<file path="src/rtl/branch_resolve.sv">
// EX-stage branch resolution: evaluates the control-transfer condition,
// produces the next PC, flags mispredictions, holds an IF/ID flush window
// and keeps saturating branch / mispredict statistics.
module branch_resolve #(
    parameter int unsigned WIDTH_PC     = 32,
    parameter int unsigned FLUSH_CYCLES = 2,
    parameter int unsigned CNT_WIDTH    = 32
) (
    input  logic                 clk,
    input  logic                 rst_n,
    input  logic                 valid_ex,
    input  logic                 stall_ex,
    input  logic                 is_branch,
    input  logic                 is_jal,
    input  logic                 is_jalr,
    input  logic [2:0]           funct3,
    input  logic [WIDTH_PC-1:0]  rs1_data,
    input  logic [WIDTH_PC-1:0]  rs2_data,
    input  logic [WIDTH_PC-1:0]  imm,
    input  logic [WIDTH_PC-1:0]  pc_ex,
    input  logic                 pred_taken,
    output logic                 PCSel,
    output logic [WIDTH_PC-1:0]  branch_pc,
    output logic                 mispredict,
    output logic                 flush_IF_ID,
    output logic [CNT_WIDTH-1:0] branch_cnt,
    output logic [CNT_WIDTH-1:0] mispred_cnt
);

    localparam int unsigned FCNT_W = 3;

    typedef enum logic [0:0] {
        IDLE  = 1'b0,
        FLUSH = 1'b1
    } state_t;

    state_t              state, state_nxt;
    logic [FCNT_W-1:0]   flush_cnt, flush_cnt_nxt;

    logic                accept_c;
    logic                is_ctrl_c;
    logic                cond_c;
    logic                taken_c;
    logic                mis_c;
    logic [WIDTH_PC-1:0] target_c;

    // Branch condition evaluation from funct3
    always_comb begin
        cond_c = 1'b0;
        case (funct3)
            3'b000:  cond_c = (rs1_data == rs2_data);
            3'b001:  cond_c = (rs1_data != rs2_data);
            3'b100:  cond_c = ($signed(rs1_data) <  $signed(rs2_data));
            3'b101:  cond_c = ($signed(rs1_data) >= $signed(rs2_data));
            3'b110:  cond_c = (rs1_data <  rs2_data);
            3'b111:  cond_c = (rs1_data >= rs2_data);
            default: cond_c = 1'b0;
        endcase
    end

    // Direction, target and acceptance of the EX instruction
    always_comb begin
        accept_c  = valid_ex & ~stall_ex & (state == IDLE);
        is_ctrl_c = is_branch | is_jal | is_jalr;
        taken_c   = is_jal | is_jalr | (is_branch & cond_c);
        mis_c     = taken_c ^ pred_taken;
        if (is_jalr) begin
            target_c = (rs1_data + imm) & ~WIDTH_PC'(1);
        end else if (taken_c) begin
            target_c = pc_ex + imm;
        end else begin
            target_c = pc_ex + WIDTH_PC'(4);
        end
    end

    // Flush window next-state: mispredict cycle is the first FLUSH cycle
    always_comb begin
        state_nxt     = state;
        flush_cnt_nxt = flush_cnt;
        case (state)
            IDLE: begin
                if (accept_c && mis_c) begin
                    state_nxt     = FLUSH;
                    flush_cnt_nxt = FCNT_W'(FLUSH_CYCLES - 1);
                end
            end
            FLUSH: begin
                if (flush_cnt == '0) begin
                    state_nxt = IDLE;
                end else begin
                    flush_cnt_nxt = flush_cnt - FCNT_W'(1);
                end
            end
            default: begin
                state_nxt     = IDLE;
                flush_cnt_nxt = '0;
            end
        endcase
    end

    // State register and flush output
    always_ff @(posedge clk or negedge rst_n) begin
        if (!rst_n) begin
            state       <= IDLE;
            flush_cnt   <= '0;
            flush_IF_ID <= 1'b0;
        end else begin
            state       <= state_nxt;
            flush_cnt   <= flush_cnt_nxt;
            flush_IF_ID <= (state_nxt == FLUSH);
        end
    end

    // Registered resolution outputs
    always_ff @(posedge clk or negedge rst_n) begin
        if (!rst_n) begin
            PCSel      <= 1'b0;
            branch_pc  <= '0;
            mispredict <= 1'b0;
        end else begin
            PCSel      <= accept_c & taken_c;
            mispredict <= accept_c & mis_c;
            if (accept_c) begin
                branch_pc <= target_c;
            end
        end
    end

    // Saturating statistics counters
    always_ff @(posedge clk or negedge rst_n) begin
        if (!rst_n) begin
            branch_cnt  <= '0;
            mispred_cnt <= '0;
        end else begin
            if (accept_c && is_ctrl_c && (branch_cnt != '1)) begin
                branch_cnt <= branch_cnt + CNT_WIDTH'(1);
            end
            if (accept_c && mis_c && (mispred_cnt != '1)) begin
                mispred_cnt <= mispred_cnt + CNT_WIDTH'(1);
            end
        end
    end

endmodule

</file>
<file path="config.mk">
export PLATFORM = sky130hd
export DESIGN_NAME = branch_resolve
export DESIGN_NICKNAME = d
export VERILOG_FILES = /design/src/rtl/branch_resolve.sv
export SDC_FILE = /design/constraint.sdc
export NUM_CORES = 1
export LEC_CHECK = 0
export BUFFER_PORTS_ARGS = -buffer_cell sky130_fd_sc_hd__buf_2
export CORE_UTILIZATION = 55
export DETAILED_ROUTE_END_ITERATION = 10
export PLACE_DENSITY = 0.79
export SYNTH_ARGS = -nofsm -noshare
export SYNTH_HDL_FRONTEND = slang
export SYNTH_SLANG_ARGS = --single-unit
</file>
<file path="constraint.sdc">
create_clock -name clk -period 5.8 [get_ports clk]
set_clock_uncertainty 0.15 [all_clocks]
set_input_delay 0 -clock clk [delete_from_list [all_inputs] [get_ports clk]]
set_output_delay 0 -clock clk [all_outputs]
set_load 0.02 [all_outputs]
</file>
==> results by group <==
Placed design
  • Routability cong.: 0.961
  • Hpwl dp: 21400 microns
  • IO Port Bufs: 237
  • Cells after DPL: 1569

Clocking
  • Post-CTS Setup Bufs: 0
  • CTS Buf Count: 9
  • Hold buffers post-CTS: 28
  • Htree depth: 3
  • Root Driver: clkbuf_16
  • Post-cts gate resize count: 0
  • Worst-skew pair later-pin latency: 350 ps
  • Clk sinks: 102
  • CTS tree: done
  • Clock-pin slew on the worst setup and hold paths: 80 ps
  • Clk buf depth: 2

Final layout
  • Final net count: 1627
  • Filler Cell Count: 1444
  • Area grow syn2layout: 20.2%
  • Post-route insts no fill: 1614
  • Final cell utilization of the core: 68.2%
  • Layout cells sized above 1: 19.7%

STA
  • Setup violators final: 0
  • Max_slew headroom: 23.5%
  • Setup_tns: 0 ps
  • Hold Slack: 18.5 ps
  • Tmin final: 3990 ps
  • Final Hold Vio Count: 0
  • Max Slew Vio Count: 0
  • Worst-Margin Slew: 1150 ps
  • Top achievable clock speed: 0.251 GHz
  • Period utilization: 68.8%
  • Unrepaired setup endpoints after global routing: false

Worst setup path
  • Setup crit start kind: input port
  • Worst r2r path cells: 10
  • Reg2Reg Capture Point: mispred_cnt[23]
  • R2R Setup Slk: 2590 ps
  • Setup crit start: rs1_data[31]
  • Worst endpoint required time: 5880 ps
  • CP Max Fanout: 55
  • R2r startpoint: mispred_cnt[4]
  • CP Class: input port to flip-flop
  • Critical path endpoint category: flip-flop
  • Crit path DAT: 4070 ps

Die
  • I/O pin cnt: 238
  • Die H: 133 microns
  • Core area: 0.0166 sq mm
  • Row count: 47
  • Chip width: 133 microns
  • DIE AREA: 0.0177 sq mm
  • Starting density of the core: 56.7%

GRT
  • Antenna violations before repair: 1
  • First-pass GRT wire length: 44700 microns
  • Residual overflow from global routing: 0
  • Vias in the first global route: 9127
  • Total track usage: 31.5%
  • Largest net degree at the start of global routing: 59

Routing
  • Final antenna-violating net count: 0
  • 1st-iter DRT viols: 616
  • Via/cell ratio: 5.96
  • Via Count: 9627
  • Drt first pass iters: 5
  • DRC: 0
  • Routed wire length: 27700 microns
  • Avg WL per Cell: 17.2 microns

Yosys
  • Syn. warnings: 0
  • Register area share after synthesis: 27.0%
  • Number of flops mapped to enable cells by yosys: 0
  • Flops & latches, synth: 102
  • Synth unique cells: 69
  • Main flop type after synthesis: dfrtp_1
  • Yosys top cell by area: dfrtp_1
  • Dominant cells by area after synthesis: dfrtp_1 27%, ha_1 13%, xnor2_1 8.1%
  • Syn avg cell area: 8.27 sq um
  • FFs w/ async S/R, synth: 100%
  • Post-Syn Instances: 1141
  • Cell Area, Synth: 0.00944 sq mm
  • Synthesized Nets: 1380
  • Synth top area share: 27.0%

Hold path
  • Hold Crit Class: input port to flip-flop
  • Hold Path Stages: 4
  • Hold Path End: branch_pc[13]
  • Hold path start: pc_ex[13]

Power and ir drop
  • Leakage power: 5.52 nW
  • Pwr/cell area: 249 mW/mm^2
  • Tot Pwr: 2.82 mW
  • VDD IR max: 0.166 mV

Status
  • Status: finished clean

Run
  • MaxCap Viol Count: 0
cell usage after synthesis, types with 4 or more instances:
cell and count:
o21ai_1 23, and2_1 6, a211o_1 5, a211oi_1 15, o211ai_1 12, nand4b_1 4, nor2_1 91, xnor2_1 87
nor3_1 30, mux2i_1 10, buf_2 4, a31oi_1 14, or3_1 10, o21a_1 8, o31ai_1 8, o21ai_0 36
and4_1 8, nand2_1 107, nand3_1 48, nor2b_1 6, nand3b_1 4, a21oi_1 90, nand4_1 40, ha_1 98
o21bai_1 8, inv_1 62, a21o_1 18, clkbuf_1 22, xor2_1 52, nor4_1 4, o221ai_1 7, dfrtp_1 102
and3_1 21, a21boi_0 7, a221oi_1 8, nand2b_1 12
worst max-delay path by stage:
stage | to | slack (ps) | cells past startpoint
finish | branch_pc[0] | 1810 | 12
global route | branch_pc[0] | 1590 | 12
CTS | branch_pc[0] | 1860 | 12
detailed placement | branch_pc[19] | 1780 | 12
global placement | branch_pc[19] | 1890 | 12
floorplan | branch_pc[27] | 3030 | 13
worst max-delay path, cell delays in order:
cell	delay, ps
buf_2	110
ha_1	420
nand4_1	220
nor3_1	530
o21ai_1	170
a21oi_2	330
nor3_2	90
mux2i_1	310
o41a_2	990
mux2i_1	260
dlygate4sd3_1	570
o21ai_1	60
per-stage QoR:
stage	setup slack (ps)	instance area [sq um]
after detailed placement	1780	10800
after global routing	1590	11300
final	1810	11300
after CTS	1860	11300
after floorplan	3030	9440
after global placement	1890	10800
placed cells by master (no fill, tap or decap), types with 5 or more instances in the layout:
master / synthesis / routed
buf_2: 4 / 236
nand2_1: 107 / 107
dfrtp_1: 102 / 102
ha_1: 98 / 98
nor2_1: 91 / 91
a21oi_1: 90 / 90
xnor2_1: 87 / 87
inv_1: 62 / 62
xor2_1: 52 / 52
nand3_1: 48 / 48
nand4_1: 40 / 40
o21ai_0: 36 / 36
nor3_1: 30 / 30
dlygate4sd3_1: 0 / 28
o21ai_1: 23 / 23
and3_1: 21 / 21
a21o_1: 18 / 18
a211oi_1: 15 / 15
a31oi_1: 14 / 14
o211ai_1: 12 / 12
nand2b_1: 12 / 12
mux2i_1: 10 / 10
or3_1: 10 / 10
clkbuf_16: 0 / 9
o21a_1: 8 / 8
o21bai_1: 8 / 8
o31ai_1: 8 / 8
and4_1: 8 / 8
a221oi_1: 8 / 8
a21boi_0: 7 / 7
o221ai_1: 7 / 7
nor2b_1: 6 / 6
and2_1: 6 / 6
a211o_1: 5 / 5
sequential cells by signal (all words and copies together), names as in the netlist:
register / flops
state: 1
PCSel: 1
flush_cnt: 3
branch_cnt: 32
mispredict: 1
branch_pc: 32
mispred_cnt: 32
area by class of cell:
cell class                 count  area (sq um)  area share, %
multi-input combinational    945          6500           57.3
sequential                   102          2550           22.5
timing repair buffer         268          1490           13.1
tap                          220           275           2.43
inverter                      62           233           2.05
clock buffer                   9           225           1.99
clock inverter                 7          63.8          0.563
antenna                        1          2.50         0.0221
power by group:
| part | internal (mW) | switching, mW |
|---|---|---|
| sequential | 0.864 | 0.122 |
| combinational | 0.475 | 0.751 |
| clock | 0.302 | 0.310 |
| total | 1.64 | 1.18 |
metal layers:
metal	track usage, %	vias to the layer above	share of wire (%)
li1	-	4649	-
met1	41.6	4501	44
met2	51.7	415	46
met3	3.83	62	6.5
met4	13.5	0	3.2
met5	0	-	0
cells by family after synthesis:
kind of cell | count (synthesis) | share of synthesized area, %
simple gates | 406 | 21.5
compound gates | 287 | 19.6
xor+xnor | 139 | 12.9
flops | 102 | 27.0
fa+ha+maj | 100 | 13.4
buf+inv | 94 | 4.11
mux | 13 | 1.42
Note: power is estimated with default switching activity, not from simulation.
